$ cat config.mk
export PLATFORM = sky130hd
export DESIGN_NAME = lbp_minmax_tracker
export DESIGN_NICKNAME = d
export VERILOG_FILES = /design/src/rtl/lbp_pkg.sv /design/src/rtl/lbp_lat_timer.sv /design/src/rtl/lbp_minmax_tracker.sv
export SDC_FILE = /design/constraint.sdc
export NUM_CORES = 1
export LEC_CHECK = 0
export ABC_AREA = 1
export BUFFER_PORTS_ARGS = -buffer_cell sky130_fd_sc_hd__buf_4
export CAP_MARGIN = 5
export CORE_MARGIN = 5
export CORE_UTILIZATION = 50
export DETAILED_ROUTE_END_ITERATION = 10
export GPL_TIMING_DRIVEN = 0
export PLACE_DENSITY_LB_ADDON = 0.2
export SYNTH_ARGS = -nofsm -noshare
export SYNTH_HDL_FRONTEND = slang
export SYNTH_SLANG_ARGS = --single-unit
export TNS_END_PERCENT = 1
$ cat constraint.sdc
create_clock -name clk -period 2 [get_ports clk]
set_input_delay 0.3 -clock clk [delete_from_list [all_inputs] [get_ports clk]]
set_output_delay 0.3 -clock clk [all_outputs]
set_load 0.01 [all_outputs]
$ cat src/rtl/lbp_pkg.sv
// Shared types and constants for the LBP min/max tracker.
// The optional error checker in the tracker is enabled by defining LBP_TRACKER_ERRCHK_EN.
package lbp_pkg;

  localparam int DATA_W      = 16;
  localparam int LAT_W       = 4;   // wide enough for a comparator latency of 1..15
  localparam int WIN_LEN_DEF = 16;
  localparam int CMP_LAT_DEF = 2;
  localparam int CNT_W_DEF   = 16;

  typedef enum logic [1:0] {
    IDLE = 2'd0,
    WAIT = 2'd1,
    DONE = 2'd2
  } state_t;

  // Window result as seen by the consumer; the count is carried separately
  // because its width follows the CNT_W parameter of each instance.
  typedef struct packed {
    logic [DATA_W-1:0] max_val;
    logic [DATA_W-1:0] min_val;
  } window_t;

endpackage

$ cat src/rtl/lbp_lat_timer.sv
// Loadable down-counter used to time the comparator flag latency.
// It counts down to zero and parks there; zero marks the flag-sampling cycle.
module lbp_lat_timer #(
  parameter int W = 4
) (
  input  logic         clk,
  input  logic         reset,
  input  logic         load,
  input  logic [W-1:0] load_val,
  output logic         zero
);

  logic [W-1:0] cnt_reg;

  // Load on request, otherwise decrement until zero is reached.
  always_ff @(posedge clk or negedge reset) begin
    if (!reset) begin
      cnt_reg <= '0;
    end else if (load) begin
      cnt_reg <= load_val;
    end else if (cnt_reg != '0) begin
      cnt_reg <= cnt_reg - W'(1);
    end
  end

  assign zero = (cnt_reg == '0);

endmodule

$ cat src/rtl/lbp_minmax_tracker.sv
// Initiator side of the pivot/min/max comparator interface.
// Tracks the running maximum/minimum of a window of WIN_LEN samples using an
// external comparator with CMP_LAT cycles of flag latency, then strobes the
// window result. Optional error checking: define LBP_TRACKER_ERRCHK_EN.
module lbp_minmax_tracker
  import lbp_pkg::*;
#(
  parameter int WIN_LEN = WIN_LEN_DEF,
  parameter int CMP_LAT = CMP_LAT_DEF,
  parameter int CNT_W   = CNT_W_DEF
) (
  input  logic              clk,
  input  logic              reset,
  input  logic              s_valid,
  input  logic [DATA_W-1:0] s_data,
  output logic              s_ready,
  input  logic              win_clr,
  output logic [DATA_W-1:0] Pivot_x,
  output logic [DATA_W-1:0] LBP1_max,
  output logic [DATA_W-1:0] LBP2_min,
  output logic              minmax_on,
  input  logic              LBP1_max_out,
  input  logic              LBP2_min_out,
  output logic              res_valid,
  output logic [DATA_W-1:0] res_max,
  output logic [DATA_W-1:0] res_min,
  output logic [CNT_W-1:0]  res_count
`ifdef LBP_TRACKER_ERRCHK_EN
  ,
  output logic              err_sticky,
  output logic [7:0]        err_cnt
`endif
);

  state_t            state_reg, state_next;
  logic [CNT_W-1:0]  count_reg, count_next;
  logic [DATA_W-1:0] pivot_reg, pivot_next;
  logic [DATA_W-1:0] max_reg, max_next;
  logic [DATA_W-1:0] min_reg, min_next;
  logic              on_reg, on_next;
  logic              ready_reg, ready_next;
  logic              res_valid_reg, res_valid_next;
  window_t           res_reg, res_next;
  logic [CNT_W-1:0]  res_count_reg, res_count_next;
  logic              lat_load;
  logic              lat_zero;
  logic              accept;

  // s_ready is registered so that it stays low throughout reset and only
  // rises on the first clock edge after release.
  assign accept = ready_reg & s_valid;

  lbp_lat_timer #(
    .W(LAT_W)
  ) u_lat (
    .clk     (clk),
    .reset   (reset),
    .load    (lat_load),
    .load_val(LAT_W'(CMP_LAT - 1)),
    .zero    (lat_zero)
  );

  // Next-state, datapath and result decode; win_clr overrides everything.
  always_comb begin
    state_next     = state_reg;
    count_next     = count_reg;
    pivot_next     = pivot_reg;
    max_next       = max_reg;
    min_next       = min_reg;
    on_next        = on_reg;
    lat_load       = 1'b0;
    res_next       = res_reg;
    res_count_next = res_count_reg;

    if (win_clr) begin
      state_next = IDLE;
      count_next = '0;
      on_next    = 1'b0;
    end else begin
      case (state_reg)
        IDLE: begin
          if (accept) begin
            if (count_reg == '0) begin
              // First sample seeds both extremes without a comparison.
              max_next   = s_data;
              min_next   = s_data;
              count_next = CNT_W'(1);
              if (WIN_LEN == 1) state_next = DONE;
            end else begin
              pivot_next = s_data;
              on_next    = 1'b1;
              lat_load   = 1'b1;
              state_next = WAIT;
            end
          end
        end
        WAIT: begin
          if (lat_zero) begin
            if (LBP1_max_out) max_next = pivot_reg;
            if (LBP2_min_out) min_next = pivot_reg;
            count_next = count_reg + CNT_W'(1);
            on_next    = 1'b0;
            state_next = (count_reg + CNT_W'(1) == CNT_W'(WIN_LEN)) ? DONE : IDLE;
          end
        end
        DONE: begin
          count_next = '0;
          state_next = IDLE;
        end
        default: begin
          state_next = IDLE;
        end
      endcase
    end

    ready_next     = (state_next == IDLE);
    res_valid_next = (state_next == DONE);
    if (state_next == DONE) begin
      res_next.max_val = max_next;
      res_next.min_val = min_next;
      res_count_next   = count_next;
    end
  end

  // State and datapath registers.
  always_ff @(posedge clk or negedge reset) begin
    if (!reset) begin
      state_reg     <= IDLE;
      count_reg     <= '0;
      pivot_reg     <= '0;
      max_reg       <= '0;
      min_reg       <= '0;
      on_reg        <= 1'b0;
      ready_reg     <= 1'b0;
      res_valid_reg <= 1'b0;
      res_reg       <= '0;
      res_count_reg <= '0;
    end else begin
      state_reg     <= state_next;
      count_reg     <= count_next;
      pivot_reg     <= pivot_next;
      max_reg       <= max_next;
      min_reg       <= min_next;
      on_reg        <= on_next;
      ready_reg     <= ready_next;
      res_valid_reg <= res_valid_next;
      res_reg       <= res_next;
      res_count_reg <= res_count_next;
    end
  end

  assign s_ready   = ready_reg;
  assign Pivot_x   = pivot_reg;
  assign LBP1_max  = max_reg;
  assign LBP2_min  = min_reg;
  assign minmax_on = on_reg;
  assign res_valid = res_valid_reg;
  assign res_max   = res_reg.max_val;
  assign res_min   = res_reg.min_val;
  assign res_count = res_count_reg;

`ifdef LBP_TRACKER_ERRCHK_EN
  logic       err_event;
  logic       err_sticky_reg;
  logic [7:0] err_cnt_reg;

  // Both flags at once is impossible for a healthy comparator, and an
  // inverted max/min pair means the registers have been corrupted.
  assign err_event = (state_reg == WAIT) &&
                     ((lat_zero && LBP1_max_out && LBP2_min_out) || (max_reg < min_reg));

  // Sticky error flag plus a saturating event counter; only reset clears them.
  always_ff @(posedge clk or negedge reset) begin
    if (!reset) begin
      err_sticky_reg <= 1'b0;
      err_cnt_reg    <= '0;
    end else if (err_event) begin
      err_sticky_reg <= 1'b1;
      if (err_cnt_reg != 8'hFF) err_cnt_reg <= err_cnt_reg + 8'd1;
    end
  end

  assign err_sticky = err_sticky_reg;
  assign err_cnt    = err_cnt_reg;
`endif

endmodule

# Word-level counts from Yosys, hierarchy flattened
# Index checks and enable logic that the tools add are counted.
dict set report op_classes {
  addsub 2
  mul 0
  n_div 0
  magnitude_cmp 0
  n_eq_ne 7
  shifts 0
  mux 34
  n_bitwise 3
  reduce_logical 9
}
# cell count
set op_table {}
lappend op_table {{2-to-1 mux 16 bit} 14}
lappend op_table {{case mux 16 bit (2 select lines)} 2}
lappend op_table {{case mux 16 bit (3 select lines)} 1}
lappend op_table {{adder 16 x 1 -> 16 bit (second input constant)} 1}
lappend op_table {{equality test 16 x 5 -> 1 bit (second input constant)} 1}
lappend op_table {{logical NOT 16 bit} 1}
lappend op_table {{2-to-1 mux 2 bit} 5}
lappend op_table {{inequality test 3 bit (second input constant)} 3}
lappend op_table {{2-to-1 mux 1 bit} 8}
lappend op_table {{2-to-1 mux 4 bit} 2}
lappend op_table {{AND reduction 4 bit} 2}
lappend op_table {{equality test 2 bit (second input constant)} 2}
lappend op_table {{logical NOT 2 bit} 2}
lappend op_table {{logical NOT 4 bit} 1}
lappend op_table {{case mux 2 bit (2 select lines)} 1}
lappend op_table {{nonzero test 4 bit} 1}
lappend op_table {{subtractor 4 x 1 -> 4 bit (second input constant)} 1}
lappend op_table {{nonzero test 3 bit} 1}
lappend op_table {{equality test 2 x 1 -> 1 bit (second input constant)} 1}
lappend op_table {{inverter 1 bit} 2}
lappend op_table {{case mux 1 bit (2 select lines)} 1}
lappend op_table {{nonzero test 2 bit} 1}
lappend op_table {{AND 1 bit} 1}
dict set report word_totals {
  ff_bits 121
  latchBits 0
  ramBits 0
  mem_bits_ro 0
  in_bits 22
  output_inout_bits 99
  wordCells 67
  n_memories 0
}

# Longest topological paths before layout
# Gate-level depths: netlist (run 1).
dict set report depth {
  depth_word 7
  ltp_mapped 14
  depth_no_buf 13
}

# Cells and area by module
# Synthesis (run 1) repeated with hierarchy kept, for this count alone.
dict set report unflattened {
  hier_cells 796
  hier_area_um2 6017.0
}
# mod n_inst cells_each area_each_um2 seq_area_each_um2
set modules_own_cells {}
lappend modules_own_cells {lbp_minmax_tracker 1 762 5774.3 2927.8}
lappend modules_own_cells {lbp_lat_timer 1 34 242.7 100.1}

# Worst setup path after synthesis (run 1)
# Ideal clock, no wire load.
dict set report synth_timing {
  path_type {register to register}
  from {register count_reg[0]}
  to {register ready_reg, in the netlist s_ready}
  setup_time_ps 116
  t_arrival_ps 1785
  setup_slack_ps 99
  stages_incl_launch_ff 12
  n_path_buf 1
  period_less_slack_ps 1901
  path_cell_list {dfrtp_1 -> ha_1 -> nand2_1 -> nor2_2 -> nand2_1 -> o21ai_1 -> nand3_1 -> nor2_4 -> nand2_4 -> inv_4 -> buf_6 -> nor2_1}
}
dict set report synth_via {
  elab_chain_cells 7
  elab_cells_between_ends 10
  cone_classes {add/sub: 1; eq/ne: 1; mux: 6; reduce/logical: 2}
}
# item line
set synth_rtl {}
lappend synth_rtl {{start: declaration} lbp_minmax_tracker.sv:36} ;# logic [CNT_W-1:0] count_reg, count_next;
lappend synth_rtl {{start signal: assignment} lbp_minmax_tracker.sv:140} ;# count_reg <= count_next;
lappend synth_rtl {{adder 16 x 1 -> 16 bit} lbp_minmax_tracker.sv:103} ;# state_next = (count_reg + CNT_W'(1) == CNT_W'(WIN_LEN)) ? DONE : IDLE;
lappend synth_rtl {{equality test 16 x 5 -> 1 bit} lbp_minmax_tracker.sv:103}
lappend synth_rtl {{2-to-1 mux 2 bit} lbp_minmax_tracker.sv:103}
lappend synth_rtl {{2-to-1 mux 2 bit} lbp_minmax_tracker.sv:98} ;# if (lat_zero) begin
lappend synth_rtl {{case mux 2 bit (2 select lines) (*)} lbp_minmax_tracker.sv:80} ;# case (state_reg)
lappend synth_rtl {{2-to-1 mux 2 bit (*)} lbp_minmax_tracker.sv:75} ;# if (win_clr) begin
lappend synth_rtl {{via state_next[1]} lbp_minmax_tracker.sv:35} ;# state_t state_reg, state_next;
lappend synth_rtl {{logical NOT 2 bit (*)} lbp_minmax_tracker.sv:116} ;# ready_next = (state_next == IDLE);
lappend synth_rtl {{via ready_next} lbp_minmax_tracker.sv:41} ;# logic ready_reg, ready_next;
lappend synth_rtl {{end signal: assignment} lbp_minmax_tracker.sv:145} ;# ready_reg <= ready_next;
lappend synth_rtl {{end: declaration} lbp_minmax_tracker.sv:41}
# Mark *: on every way through the listed nets, which the timed path passes. The rest lies on a longest branch.
# A chain may end at the register's enable or synchronous reset.

# Worst setup path in the final report (run 1)
dict set report layout_timing {
  from {register count_reg[1]}
  to {register res_reg, in the netlist res_min[10]}
}
dict set report layout_via {
  elab_chain_cells 7
  elab_cells_between_ends 14
  cone_classes {add/sub: 1; eq/ne: 2; mux: 10; reduce/logical: 1}
}
# item line
set layout_rtl {}
lappend layout_rtl {{adder 16 x 1 -> 16 bit} lbp_minmax_tracker.sv:103}
lappend layout_rtl {{equality test 16 x 5 -> 1 bit} lbp_minmax_tracker.sv:103}
lappend layout_rtl {{2-to-1 mux 2 bit} lbp_minmax_tracker.sv:103}
lappend layout_rtl {{2-to-1 mux 2 bit} lbp_minmax_tracker.sv:98}
lappend layout_rtl {{case mux 2 bit (2 select lines)} lbp_minmax_tracker.sv:80}
lappend layout_rtl {{2-to-1 mux 2 bit} lbp_minmax_tracker.sv:75}
lappend layout_rtl {{equality test 2 bit} lbp_minmax_tracker.sv:118} ;# if (state_next == DONE) begin
lappend layout_rtl {{end signal: assignment} lbp_minmax_tracker.sv:147} ;# res_reg <= res_next;
lappend layout_rtl {{end: declaration} lbp_minmax_tracker.sv:43} ;# window_t res_reg, res_next;
# Several ways; a longest one is shown, not always the timed one.

==> results of run 1 <==
## cells by family after synthesis
kind of cell,share of synthesized area (%)
xor gates and xnor gates,0.436
AOI/OAI and AO/OA,4.46
adders and majority gates,0.622
muxes,0.560
and+or+nand+nor,35.9
buffers and inverters,7.86
DFF,50.2
## cells in the mapped netlist (all sizes together)
cell	n
a22oi	1
ha	3
clkinv	2
mux2	3
inv	78
buf	22
clkbuf	8
or2	8
nor3	4
nand4	13
nand3b	1
dfrtp	121
xor2	3
nand2	333
a211oi	1
a21oi	12
o21ai	32
nor2	74
nand3	81
o211ai	4
## per-stage QoR
step | hold WS [ps] | instances | total power [mW] | area, um^2 | setup TNS, ps
3_3_place_gp | 450 | 1071 | 5.60 | 7120 | -24010
5_1_grt | 121 | 1119 | 8.96 | 8140 | -6340
4_1_cts | 118 | 1111 | 8.47 | 7930 | -2050
6_report | 135 | 1119 | 8.51 | 8140 | -2630
2_1_floorplan | 4.41 | 804 | 4.47 | 6030 | 0
3_5_place_dp | 280 | 1072 | 5.65 | 7150 | -27310
## power by group through the flow
stage               logic (mW)  clock network (mW)  registers [mW]
floorplan                 1.01                   0            3.46
global placement          2.26                   0            3.34
detailed placement        2.31                   0            3.34
CTS                       2.42                2.75            3.31
global route              2.73                2.84            3.39
finish                    2.47                2.72            3.33
## how the worst max path moves through the flow
stage,startpoint,end,slack (ps)
2_1_floorplan,count_reg[0]$_DFF_PN0_,s_ready$_DFF_PN0_,100
3_3_place_gp,u_lat.cnt_reg[0]$_DFFE_PN0P_,s_ready$_DFF_PN0_,-440
3_5_place_dp,u_lat.cnt_reg[0]$_DFFE_PN0P_,s_ready$_DFF_PN0_,-470
4_1_cts,count_reg[1]$_DFF_PN0_,res_min[1]$_DFFE_PN0N_,-60
5_1_grt,count_reg[10]$_DFF_PN0_,res_min[9]$_DFFE_PN0N_,-170
6_report,count_reg[1]$_DFF_PN0_,res_min[10]$_DFFE_PN0N_,-90
## layout make-up
cell class	count	share of cell area (%)
flip-flops and latches	121	37.2
multi-input cells	573	33.3
repair buffers	137	13.8
clock buffers	19	5.44
inverters	80	3.84
plain buffers	30	3.15
well taps	147	2.26
clock inverters	12	0.968
## routing by layer
layer	vias up	wire length [um]	global-route usage, %
met2	268	8310	38.3
met5	-	0	0
met1	2773	7510	34.4
met3	47	1560	6.36
met4	0	520	11.4
li1	2830	-	-
## worst max-delay path, cell delays in order (launching register included)
cell and delay, ps:
dfrtp_2 410, ha_4 190, nand3_2 110, inv_2 110, nand3_1 80, nand2_2 100
nand2_1 60, nor2_1 120, nand2_1 110, nor2_4 200, nand2_8 160, clkbuf_16 190
nand2_1 50, nand2_1 50
## timing repair
action,in CTS,in global routing
hold buffers,1,0
pin swaps,8,15
hold endpoints to repair,52,0
gates cloned,0,2
endpoints found under the setup margin,104,100
gates resized for setup,49,38
buffers inserted,7,6
==> flow_metrics.py, run 1 <==
metrics = {
    "sta": {
        "hold_viol": 0,
        "setup_viol": 43,
        "relSlewSlack_pct": 58.1,
        "fin_worst_skew_ps": 8.28,
        "fin_crit_ps": 2090,
        "fin_crit_sh_pct": 104,
        "max_freq_ghz": 0.479,
        "drv_slew": 0,
        "setup_ws_ps": -88.9,
        "grt_setup_unrepaired": "yes",
        "max_slew.worst_pin.slew_ps": 627,
    },
    "synth": {
        "synth_area_leaders": "dfrtp_1, nand2_1, nand3_1",
        "ys_ff_latch": 121,
        "synth_warnings": 0,
        "synth_area_per_cell_um2": 7.50,
        "syn-num-nets": 829,
        "synthDominantCellAreaShare_pct": 50.2,
        "syn_inst": 804,
        "yosys.area.top_type": "dfrtp_1",
        "synth.distinct_cells": 32,
        "synth.cell_area_um2": 6030,
        "synth_seq_area_share_pct": 50.2,
    },
    "placement": {
        "gp_congestion": 0.916,
        "dpl.hpwl_um": 12400,
        "port-buffer-count": 120,
        "dp_slack_ps": -475,
    },
    "final_layout": {
        "synthToLayoutAreaGrowth_pct": 35.0,
        "final_core_util_pct": 68.4,
        "regArea_um2": 3030,
        "nFillCells": 1001,
        "multi_input_area_um2": 2710,
        "finalNetCount": 985,
        "diodes": 0,
        "final_cell_mix": "nand2_1, buf_4, dfrtp_1",
        "layout_commonest_cell": "nand2_1",
        "layout-drive-gt1-share_pct": 26.5,
    },
    "floorplan": {
        "die_h_um": 120,
        "dieArea_um2": 14400,
        "core.rowCount": 40,
        "die_w_um": 120,
        "start_util_pct": 50.7,
        "io_pins": 121,
        "core_um2": 11900,
    },
    "cts": {
        "clk_pin_slew_ps": 60,
        "clock-sinks": 121,
        "h-tree-depth": 4,
        "cts_buffers": 17,
        "clk_latency_ps": 420,
        "cts_buffer_depth": 2,
        "cts_tree": "built",
        "clock-root-buffer": "clkbuf_16",
    },
    "power_and_ir_drop": {
        "powerDensity_nw_per_um2": 1050,
        "combPwrFrac_pct": 29.0,
        "pwr-share-seq_pct": 39.1,
        "switchingPower_mw": 2.93,
        "p_leak_nw": 4.54,
        "swShare_pct": 34.4,
        "vdd_drop_max_mv": 0.775,
        "clkPwrFrac_pct": 31.9,
        "p_int_mw": 5.58,
    },
    "min_path": {
        "min_to": "Pivot_x[5]$_DFFE_PN0P_",
        "min_from": "s_data[5]",
        "min_path_cells": 2,
        "hp-class": "input pin to flop",
    },
    "routing": {
        "drtIter0Drc": 490,
        "num_vias": 5918,
        "vias_per_cell": 5.29,
        "finalWirelength_um": 17900,
        "dr.pass1.iters": 6,
        "wire_per_inst_um": 16.0,
        "ant_nets": 0,
        "drc": 0,
    },
    "worst_setup_path": {
        "cp_max_fo": 7,
        "crit_type": "flop to flop",
        "worst_r2r_endpoint": "res_min[10]$_DFFE_PN0N_",
        "worstPathArrival_ps": 2390,
        "r2r_start": "count_reg[1]$_DFF_PN0_",
        "critPathRequiredTime_ps": 2300,
        "end_kind": "flop",
        "worstSetupStartpointType": "flop",
        "rrSetupSlack_ps": -90,
        "reg2reg_depth": 13,
    },
    "run": {
        "cap_violations": 0,
    },
    "global_route": {
        "antenna_found_initial": 0,
        "grt_start_max_net_pins": 70,
        "grt_pass1_wl_um": 28600,
        "grt_use_total_pct": 25.3,
        "grt_overflow": 0,
        "grt_pass1_vias": 5577,
    },
    "status": {
        "violations": "negative setup slack",
        "status": "complete, but fails checks",
    },
}
Note: power is estimated with default switching activity, not from simulation.
==> run 2, diff against run 1 <==
- ABC_AREA: 1 -> unset
- CORE_UTILIZATION: 50 -> 49
==> flow_metrics.py, run 2 <==
metrics = {
    "worst_setup_path": {
        "slowest_stage": "dfrtp_2",
        "crit_buf_inv": 3,
        "cpPeakStageDelay_ps": 420,
        "critPathRequiredTime_ps": 2410,
        "crit_type": "flop to flop",
        "end_kind": "flop",
        "worstSetupStartpointType": "flop",
        "worstPathArrival_ps": 3000,
        "cp_cell_sequence": "ha_4, nand4_1, buf_4, nor3_4, and3_4, o21ai_1, nor4b_4, buf_6, buf_8, mux2_2",
        "crit_family": "simple AND/OR/NAND/NOR gates",
        "cp_max_fo": 7,
    },
    "floorplan": {
        "die_w_um": 115,
        "dieArea_um2": 13300,
        "die_h_um": 115,
        "core_um2": 10900,
        "io_pins": 121,
        "start_util_pct": 50.1,
        "core.rowCount": 38,
    },
    "final_layout": {
        "stdcell_count": 776,
        "diodes": 0,
        "finalNetCount": 648,
        "synthToLayoutAreaGrowth_pct": 47.6,
        "layout-drive-gt1-share_pct": 50.8,
        "final_cell_mix": "buf_4, dfrtp_1, a22oi_1, mux2_4, mux2_2",
        "layout_commonest_cell": "buf_4",
        "nFillCells": 736,
    },
    "sta": {
        "grt_setup_unrepaired": "yes",
        "hold_viol": 0,
        "fin_crit_sh_pct": 130,
        "setup_ws_ps": -592,
        "fin_worst_skew_ps": 8.53,
        "drv_slew": 0,
        "setup_viol": 117,
        "relSlewSlack_pct": 44.7,
        "fin_crit_ps": 2590,
        "max_freq_ghz": 0.386,
        "max_slew.worst_pin.slew_ps": 830,
    },
    "synth": {
        "ys_ff_latch": 121,
        "synth_seq_area_share_pct": 55.5,
        "synth_area_per_cell_um2": 11.9,
        "synth_area_leaders": "dfrtp_1, mux2_2, o2bb2ai_1",
        "yosysMostFrequentCell": "dfrtp_1",
        "synth_ff_type": "dfrtp_1",
        "ys_top_cells_by_count": "dfrtp_1, mux2_2, a22oi_1, o2bb2ai_1, nor2_1",
        "synth_warnings": 0,
        "syn-num-nets": 484,
        "synth-edff-count": 0,
        "syn_inst": 459,
        "synth.cell_area_um2": 5450,
        "synthArstFlopShare_pct": 100,
        "synth.distinct_cells": 49,
        "yosys.area.top_type": "dfrtp_1",
        "synthDominantCellAreaShare_pct": 55.5,
    },
    "global_route": {
        "grt_pass1_wl_um": 25100,
        "grt_start_max_net_pins": 66,
        "grt_pass1_vias": 4798,
        "antenna_found_initial": 0,
        "grt_use_total_pct": 24.4,
        "grt_overflow": 0,
    },
    "routing": {
        "drtIter0Drc": 407,
        "num_vias": 4559,
        "dr.pass1.iters": 5,
        "finalWirelength_um": 17100,
        "drc": 0,
        "ant_nets": 0,
        "vias_per_cell": 5.88,
        "wire_per_inst_um": 22.0,
    },
    "placement": {
        "post-place-cells": 719,
        "port-buffer-count": 119,
        "dpl.hpwl_um": 10500,
        "gp_congestion": 0.847,
    },
    "power_and_ir_drop": {
        "power_mw": 9.74,
        "p_leak_nw": 3.67,
        "vdd_drop_max_mv": 0.981,
        "powerDensity_nw_per_um2": 1210,
    },
    "cts": {
        "clock-sinks": 121,
        "h-tree-depth": 4,
        "clk_latency_ps": 530,
        "cts_buffer_depth": 2,
        "clock-root-buffer": "clkbuf_8",
        "cts_tree": "built",
        "cts_buffers": 17,
        "clk_pin_slew_ps": 60,
    },
    "status": {
        "violations": "negative setup slack",
        "status": "complete, but fails checks",
    },
    "run": {
        "cap_violations": 0,
    },
    "min_path": {
        "hp-class": "input pin to flop",
    },
}
[run 2: cell types whose count changed in the layout (fill, tap and decap cells not counted), sizes merged, moves of 8 or more]
cell     before  now
nor2b         0   15
clkinv       10    2
o2bb2ai       0   30
o21ai        32   16
clkbuf       30   40
mux2          3   54
inv          79   10
nor2         74   27
a22oi         1   30
nand2       333   13
nand3        81    7
[run 2: logic make-up after synthesis]
family          count (synthesis)  share of synthesized area (%)
compound gates                117                           15.6
buf+inv                        42                           3.86
fa+ha+maj                       3                          0.689
simple gates                  115                           12.0
mux                            55                           11.3
flops                         121                           55.5
xor+xnor                        6                          0.964
[run 2: report_power, final]
part,internal (mW),switching (mW),total [mW]
logic,1.47,1.34,2.80
registers,2.95,0.519,3.47
clock network,2.32,1.15,3.47
total,6.74,3.01,9.74
[run 2: per-stage QoR]
stage	setup WS [ps]	hold WS [ps]	setup TNS, ps	area [um^2]	util, %
2_1_floorplan	-466	4.41	-23130	5490	-
3_3_place_gp	-943	450	-81480	6560	60.2
3_5_place_dp	-1020	306	-87600	6590	60.5
4_1_cts	-584	1.18	-39840	7520	69.1
5_1_grt	-730	14.7	-53820	8050	73.9
6_report	-592	28.2	-40140	8050	73.9
[run 2: worst paths after layout]
kind / from / endpoint / slack, ps / cells after the start
max in group asynchronous: reset / res_max[10]$_DFFE_PN0N_ / 1000 / 3
hold reg to reg: res_count[4]$_DFFE_PN0N_ / res_count[4]$_DFFE_PN0N_ / 480 / 1
min in group asynchronous: reset / res_count[13]$_DFFE_PN0N_ / 290 / 2
setup / recovery: count_reg[1]$_DFF_PN0_ / res_max[4]$_DFFE_PN0N_ / -590 / 10
hold / removal: s_data[9] / Pivot_x[9]$_DFFE_PN0P_ / 30 / 2
setup reg to reg: count_reg[1]$_DFF_PN0_ / res_max[4]$_DFFE_PN0N_ / -590 / 10
[run 2: area by class of cell]
cell class	count	area (um^2)	share of cell area, %
Buffer	35	277	3.44
Timing Repair Buffer	146	1210	15.0
Inverter	6	22.5	0.280
Clock buffer	18	428	5.32
Multi-Input combinational cell	296	2660	33.1
Sequential cell	121	3030	37.7
Clock inverter	14	240	2.98
Tap cell	140	175	2.18
[run 2: per-layer routing]
layer | global-route usage (%) | vias to the layer above | part of all wire (%)
li1 | - | 2044 | -
met1 | 29.7 | 2317 | 40
met2 | 40.9 | 164 | 52
met3 | 7.99 | 34 | 6.3
met4 | 8.84 | 0 | 2.1
met5 | 0 | - | 0
[run 2: what timing repair did]
action,4_1_cts,5_1_grt
hold buffers,1,0
setup endpoints to repair,117,119
buffers inserted,9,12
hold endpoints to repair,56,0
gates cloned,0,4
resized for setup,50,91
pin swaps,27,26
